File: src/rtl/reset_req_gen_pkg.sv
// Shared types for the reset request generator: FSM state encoding and
// the bit positions inside RST_CAUSE.
package reset_req_gen_pkg;

  typedef enum logic [2:0] {
    ST_IDLE    = 3'd0,
    ST_ASSERT  = 3'd1,
    ST_HOLD    = 3'd2,
    ST_RELEASE = 3'd3,
    ST_DONE    = 3'd4
  } state_e;

  localparam int CAUSE_W   = 3;
  localparam int CAUSE_SW  = 0;
  localparam int CAUSE_DBG = 1;
  localparam int CAUSE_WDT = 2;

endpackage

File: src/rtl/reset_req_gen_sync_2ff.sv
// Two-flop synchronizer bringing an asynchronous level into the clk domain.
module sync_2ff #(
  parameter int         WIDTH   = 1,
  parameter logic [0:0] RST_VAL = 1'b0
) (
  input  logic             clk_i,
  input  logic             rst_ni,
  input  logic [WIDTH-1:0] d_i,
  output logic [WIDTH-1:0] q_o
);

  logic [WIDTH-1:0] meta_q;
  logic [WIDTH-1:0] sync_q;

  always_ff @(posedge clk_i or negedge rst_ni) begin
    if (!rst_ni) begin
      meta_q <= {WIDTH{RST_VAL}};
      sync_q <= {WIDTH{RST_VAL}};
    end else begin
      meta_q <= d_i;
      sync_q <= meta_q;
    end
  end

  assign q_o = sync_q;

endmodule

File: src/rtl/reset_req_gen.sv
// Turns SW/debug/watchdog reset requests into a handshaked, minimum-width
// active-low request to the reset controller, recording the cause.
module reset_req_gen
  import reset_req_gen_pkg::*;
#(
  parameter int MIN_PULSE   = 16,
  parameter int ACK_TIMEOUT = 256
) (
  input  logic               CLK,
  input  logic               RESET_N,
  input  logic               SW_RST_REQ,
  input  logic               DBG_RST_REQ,
  input  logic               WDT_EXPIRE,
  input  logic               CAUSE_CLR,
  input  logic               FABRIC_RESET_N,
  output logic               EXT_RST_N,
  output logic               BUSY,
  output logic [CAUSE_W-1:0] RST_CAUSE,
  output logic               ERR_TIMEOUT
);

  localparam logic [15:0] MIN_LD = 16'(MIN_PULSE - 1);
  localparam logic [15:0] ACK_LD = 16'(ACK_TIMEOUT - 1);

  logic               fab_s;
  state_e             state_q, state_d;
  logic [15:0]        cnt_q, cnt_d;
  logic [CAUSE_W-1:0] cause_q, cause_d;
  logic               err_q, err_d;
  logic               ext_rst_n_q;
  logic               busy_q;
  logic [CAUSE_W-1:0] req_vec;
  logic               err_set;

  sync_2ff #(.WIDTH(1), .RST_VAL(1'b0)) u_fab_sync (
    .clk_i  (CLK),
    .rst_ni (RESET_N),
    .d_i    (FABRIC_RESET_N),
    .q_o    (fab_s)
  );

  always_comb begin
    req_vec            = '0;
    req_vec[CAUSE_SW]  = SW_RST_REQ;
    req_vec[CAUSE_DBG] = DBG_RST_REQ;
    req_vec[CAUSE_WDT] = WDT_EXPIRE;
  end

  always_comb begin
    state_d = state_q;
    cnt_d   = cnt_q;
    err_set = 1'b0;
    case (state_q)
      ST_IDLE: begin
        if (|req_vec) begin
          state_d = ST_ASSERT;
          cnt_d   = ACK_LD;
        end
      end
      ST_ASSERT: begin
        if (!fab_s) begin
          state_d = ST_HOLD;
          cnt_d   = MIN_LD;
        end else if (cnt_q == 16'd0) begin
          err_set = 1'b1;
          state_d = ST_HOLD;
          cnt_d   = MIN_LD;
        end else begin
          cnt_d = cnt_q - 16'd1;
        end
      end
      ST_HOLD: begin
        if (cnt_q == 16'd0) begin
          state_d = ST_RELEASE;
          cnt_d   = ACK_LD;
        end else begin
          cnt_d = cnt_q - 16'd1;
        end
      end
      ST_RELEASE: begin
        if (fab_s) begin
          state_d = ST_DONE;
        end else if (cnt_q == 16'd0) begin
          err_set = 1'b1;
          state_d = ST_DONE;
        end else begin
          cnt_d = cnt_q - 16'd1;
        end
      end
      ST_DONE:  state_d = ST_IDLE;
      default:  state_d = ST_IDLE;
    endcase
  end

  // Set beats clear: the request term is OR-ed in after masking.
  assign cause_d = (cause_q & ~{CAUSE_W{CAUSE_CLR}}) | req_vec;
  assign err_d   = (err_q & ~CAUSE_CLR) | err_set;

  always_ff @(posedge CLK or negedge RESET_N) begin
    if (!RESET_N) begin
      state_q     <= ST_IDLE;
      cnt_q       <= 16'd0;
      cause_q     <= '0;
      err_q       <= 1'b0;
      ext_rst_n_q <= 1'b1;
      busy_q      <= 1'b0;
    end else begin
      state_q     <= state_d;
      cnt_q       <= cnt_d;
      cause_q     <= cause_d;
      err_q       <= err_d;
      ext_rst_n_q <= !((state_d == ST_ASSERT) || (state_d == ST_HOLD));
      busy_q      <= (state_d != ST_IDLE);
    end
  end

  assign EXT_RST_N   = ext_rst_n_q;
  assign BUSY        = busy_q;
  assign RST_CAUSE   = cause_q;
  assign ERR_TIMEOUT = err_q;

endmodule

File: config.mk
export PLATFORM = sky130hd
export DESIGN_NAME = reset_req_gen
export DESIGN_NICKNAME = d
export VERILOG_FILES = /design/src/rtl/reset_req_gen_pkg.sv /design/src/rtl/reset_req_gen_sync_2ff.sv /design/src/rtl/reset_req_gen.sv
export SDC_FILE = /design/constraint.sdc
export NUM_CORES = 1
export LEC_CHECK = 0
export ABC_AREA = 1
export CAP_MARGIN = 25
export CORE_ASPECT_RATIO = 1.4
export CORE_MARGIN = 2
export CORE_UTILIZATION = 35
export DETAILED_ROUTE_END_ITERATION = 10
export HOLD_SLACK_MARGIN = 0.08
export PLACE_DENSITY = 0.53
export SLEW_MARGIN = 20
export SYNTH_ARGS = -nofsm -noshare
export SYNTH_HDL_FRONTEND = slang
export SYNTH_SLANG_ARGS = --single-unit
File: constraint.sdc
create_clock -name CLK -period 2 [get_ports CLK]
set_input_delay 0.4 -clock CLK [delete_from_list [all_inputs] [get_ports CLK]]
set_output_delay 0.4 -clock CLK [all_outputs]
set_load 0.05 [all_outputs]
Yosys cells after proc, flatten, opt, wreduce, memory -nomap -nowiden --
Index checks and enable logic that the tools add are counted.
Storage, ports and cells: register bits 27, input port bits 7, output and inout bits 6, word-level logic and storage cells 49
Operators by class: add/subtract/negate cells 1, equal/unequal tests 8, mux-type cells 18, bitwise operators 6, reduce and logical (&&, ||, !) cells 8
Operators by type and width (count):
- 2-to-1 mux 16 bit | 6
- one-hot mux 16 bit (4 select lines) | 1
- 2-to-1 mux 3 bit | 6
- zero test 16 bit | 1
- subtractor 16 x 1 -> 16 bit, second input constant | 1
- one-hot mux 3 bit (4 select lines) | 1
- equality test 3 x 2 -> 1 bit, second input constant | 3
- equality test 3 x 1 -> 1 bit, second input constant | 2
- inequality test 2 bit, second input constant | 3
- AND reduction 4 bit | 1
- nonzero test 4 bit | 1
- AND 3 bit | 1
- zero test 3 bit | 1
- 2-to-1 mux 1 bit | 3
- inverter 3 bit | 1
- bitwise OR 3 bit | 1
- nonzero test 3 bit | 1
- OR reduction 3 bit | 1
- one-hot mux 1 bit (2 select lines) | 1
- AND 1 bit | 1
- zero test 1 bit | 1
- logical OR 1 bit | 1
- inverter 1 bit | 1
- bitwise OR 1 bit | 1

Longest topological paths before layout --
Gate-level depths: netlist of run 1.
depth in word-level cells 7, mapped depth 11, gate-level depth less buffers 11

Cells and area by module --
Synthesis of run 1 repeated with hierarchy kept, for this count alone.
Second synthesis, totals: cell total of the unflattened synthesis 222, area total of the unflattened synthesis 1677.9 µm²
By module, submodules not included:
- reset_req_gen | times used 1, cells an instance 220, area each 1627.8 µm², seq. area each 626.9 µm²
- sync_2ff | times used 1, cells an instance 2, area each 50.0 µm², seq. area each 50.0 µm²

Worst setup path before layout of run 1 --
OpenSTA, ideal clock, no wires.
path kind reg-to-reg, start reg cnt_q[0], end reg cnt_q[10], setup time 118 ps, arrival 1357 ps, required time 1882 ps, setup slack 525 ps, cell stages (with the launch flop) 10, buffers on the path 0, period minus slack after synthesis 1475 ps, cell sequence dfrtp_1 -> inv_1 -> ha_1 -> nand2_1 -> nor2_1 -> nand2_1 -> nand3_2 -> nand2_2 -> nand2_4 -> o21ai_2
On the way: longest elaborated chain between the ends 4, elaborated cells on any way between the ends 10, classes of those cells add/sub: 1; eq/ne: 1; mux: 6; reduce/logical: 2
Ends and longest elaborated chain:
- start, declared | line reset_req_gen.sv:27 | logic [15:0] cnt_q, cnt_d;
- start signal, assigned | line reset_req_gen.sv:109 | cnt_q <= cnt_d;
- subtractor 16 x 1 -> 16 bit / zero test 16 bit (equally long branches)
- 2-to-1 mux 16 bit, on equally long branches | line reset_req_gen.sv:83, reset_req_gen.sv:64
- 2-to-1 mux 16 bit, on equally long branches | line reset_req_gen.sv:81, reset_req_gen.sv:61
- one-hot mux 16 bit (4 select lines) | line reset_req_gen.sv:53 | case (state_q)
Several ways; a longest one is shown, not always the timed one. The select of a mux whose other input is x is not followed. A chain may end at the register's enable or synchronous reset.

Worst setup path in the final report of run 1 --
start reg cause_q[1] (netlist: RST_CAUSE[1]), end out RST_CAUSE[1]
RTL lines:
- start, declared | line reset_req_gen.sv:28 | logic [CAUSE_W-1:0] cause_q, cause_d;
- start signal, assigned | line reset_req_gen.sv:110 | cause_q <= cause_d;
- end, declared | line reset_req_gen.sv:18 | output logic [CAUSE_W-1:0] RST_CAUSE,
No word-level cell between the ends.

==> results of run 1 <==
## routing by layer
| layer | track usage, % | vias to the layer above | share of wire (%) |
|---|---|---|---|
| li1 | - | 754 | - |
| met1 | 16.0 | 655 | 40 |
| met2 | 30.8 | 23 | 55 |
| met3 | 2.47 | 8 | 2.5 |
| met4 | 7.07 | 0 | 2.3 |
| met5 | 0 | - | 0 |
## flip-flops by register name, indices dropped and copies added (netlist names)
name               count
BUSY                   1
ERR_TIMEOUT            1
EXT_RST_N              1
RST_CAUSE              3
cnt_q                 16
state_q                3
u_fab_sync.meta_q      1
u_fab_sync.q_o         1
## power by group
group | internal, mW | switching, mW | total (mW) | leakage [nW]
clock network | 0.140 | 0.174 | 0.314 | 0.0255
logic | 0.361 | 0.723 | 1.08 | 0.600
registers | 0.678 | 0.134 | 0.812 | 0.325
total | 1.18 | 1.03 | 2.21 | 0.950
## final timing paths
path / startpoint / to / slack, ns / cells past startpoint
worst max-delay path: RST_CAUSE[1] / RST_CAUSE[1] / 0.16 / 1
worst min-delay path: u_fab_sync.meta_q / u_fab_sync.q_o / 0.36 / 0
worst max register to register: cnt_q[0] / cnt_q[10] / 0.25 / 9
worst min register to register: u_fab_sync.meta_q / u_fab_sync.q_o / 0.36 / 0
max in group asynchronous: RESET_N / EXT_RST_N / 1.20 / 2
min in group asynchronous: RESET_N / state_q[2] / 0.49 / 2
## layout by cell type, fill, tap and decap left out
cell type,Yosys,routed
a21boi_1,1,1
a21boi_2,1,1
a21oi_1,3,3
buf_4,0,4
clkbuf_8,0,3
clkdlybuf4s50_1,0,11
clkinv_2,0,1
dfrtp_1,26,26
dfstp_2,1,1
ha_1,2,2
inv_1,28,28
inv_2,1,1
nand2_1,71,71
nand2_2,4,4
nand2_4,2,2
nand3_1,18,18
nand3_2,2,2
nand3b_1,1,1
nand3b_4,1,1
nand4_1,4,4
nor2_1,25,25
nor2_2,1,1
nor2_4,2,2
nor2_8,1,1
nor3_1,3,3
nor3_4,1,1
o211ai_1,3,3
o21ai_0,6,6
o21ai_2,6,6
o21bai_1,5,5
o21bai_4,1,1
xor2_1,3,3
## cell families after synthesis
| kind of cell | Yosys count |
|---|---|
| and+or+nand+nor | 136 |
| DFF | 27 |
| AOI/OAI and AO/OA | 26 |
| xor gates and xnor gates | 3 |
| buffers and inverters | 30 |
| adders and majority gates | 2 |
## final cells by class
| cell class | instances | area, um2 | share of cell area (%) |
|---|---|---|---|
| well taps | 64 | 80.1 | 4.11 |
| multi-input cells | 167 | 897 | 46.0 |
| repair buffers | 15 | 140 | 7.19 |
| flip-flops and latches | 27 | 677 | 34.7 |
| inverters | 29 | 109 | 5.58 |
| clock buffers | 3 | 41.3 | 2.12 |
| clock inverters | 1 | 5.00 | 0.257 |
==> results by group, run 1 <==
Outcome
  • Status: finished clean

STA
  • Min Hold Slack: 0.357 ns
  • TNS Setup: 0 ns
  • Worst slew pin tran: about 0.5 ns
  • Maximum operating frequency: around 0.54 GHz
  • Clock skew: slightly below 0.006 ns
  • Setup-failing EPs final: 0
  • Final slew viol count: 0
  • Final Cycle Share: 92.0%
  • RSZ-0062 raised after global routing: no
  • Setup ws final: 0.160 ns
  • Slew Limit Headroom: 66.5%
  • Min Tclk post-route: around 1.8 ns
  • Endpoints failing hold: 0

Logic synthesis
  • Synth Flop Type: dfrtp_1
  • Mean Syn Cell Area: 7.60 um2
  • Simple-gate share of the synthesized area: 38.2%
  • Compound-Gate Fraction of Synth Area: around 11%
  • Post-synthesis adder-cell area fraction: 1.47%
  • Sequential share of the synthesized area: 39.8%
  • Post-synthesis async set-or-reset flop share: 100%
  • Post-synth top cells: nand2_1, inv_1, dfrtp_1
  • Synth Warn #: 0
  • Xor/xnor share of the synthesized area: between 1.5 and 2%
  • Register bit total from synthesis: 27
  • Area share of the largest cell type after synthesis: 38.2%
  • Post-synth top area cell: dfrtp_1
  • Syn_nets: about 230
  • Post-synth EDFFs: 0
  • Largest family of logic cells by synthesized area: simple AND/OR/NAND/NOR gates
  • Syn Inst Count: 224
  • Mux share of post-synthesis cell area: 0%
  • Cell with the most instances after synthesis: nand2_1
  • Top cells by area, synth: dfrtp_1, nand2_1, inv_1
  • Cell variety after synth: 29
  • Mapped Area: 1700 um2

Cells and area
  • Fillcell total: 511
  • Area growth, synth to finish: 14.5%
  • Util after Layout: 40.9%
  • NumNets Final: 252
  • Non-filler cells in the finished layout: around 300
  • Design Area, Final: 1950 um2
  • N_diodes: 0
  • Fraction of layout cells with a size suffix above 1: 13.2%

Worst setup path
  • Startpoint types: flip-flop
  • Crit path buf inv count: 1
  • Worst-path cell chain: clkdlybuf4s50_1
  • Worst path top cell family by delay: buffers and inverters
  • Max stage delay on crit path: 0.81 ns
  • Crit-path max FO: 2
  • Critical path class: flip-flop to output pin
  • Crit path required time: 1.60 ns
  • Crit. End Element: output pin
  • Critical path's slowest cell: clkdlybuf4s50_1
  • CP Data Arrival Time: about 1.4 ns

CTS
  • Htree depth: 1
  • Worst-skew pair later-pin latency: 0.28 ns
  • Clock root buffer: clkbuf_8
  • CTS buffer count: 3
  • Max clock buf depth: 2
  • Hold-fix buffers, CTS: 0
  • Total setup buffers inserted after CTS: 0
  • PostCTS Resize Cnt: 0
  • CTS tree: yes
  • CTS Sinks: 27
  • Clk slew on worst S/H paths: around 0.090 ns

Placed design
  • DP Wirelength: 3050 um
  • PortBufs: 12
  • DP Cell Count: 302
  • Placer Congestion: 0.770
  • Dpl cell area: about 1900 um2
  • DP Worst Slack: 0.155 ns

Floorplan
  • I/O pins: 13
  • Die width: about 63 um
  • Die Span Y: 86.5 um
  • Site row count: 30
  • Core ar.: about 4800 um2
  • Die area: 5450 um2
  • Initial Util: 35.7%

Routing
  • Vias: approximately 1400
  • DRC Markers: 0
  • Via density: 4.71
  • Drt initial violations: 45
  • DRT Pass-1 Iters: 4
  • Drt total wl: 3860 um
  • Routed wire per std cell: roughly 13 um
  • Post-route ant nets: 0

Run
  • Max-cap violations: 0

Global routing
  • Pin count of the biggest net entering global routing: 28
  • Initial antenna violation count: 0
  • Vias in the first global route: 1414
  • All-Layer GR Usage: 15.7%
  • Overflow after GRT: 0
  • First-pass GRT wire length: 6580 um

Power and ir drop
  • Pwr per Cell Area: about 1100 nW/um2
  • Overall power: between 2 and 2.5 mW
  • Static Leak: 0.950 nW
  • Worst-case vdd ir drop: roughly 310 uV

Worst hold path
  • Worst hold path class: flip-flop to flip-flop
No activity file was read; power rests on OpenSTA's default activity.
==> run 2: changes to the inputs <==
- CAP_MARGIN: 25 -> 5
==> results of run 2 <==
Same layout as run 1: the final DEF is identical, and so are final timing and power.
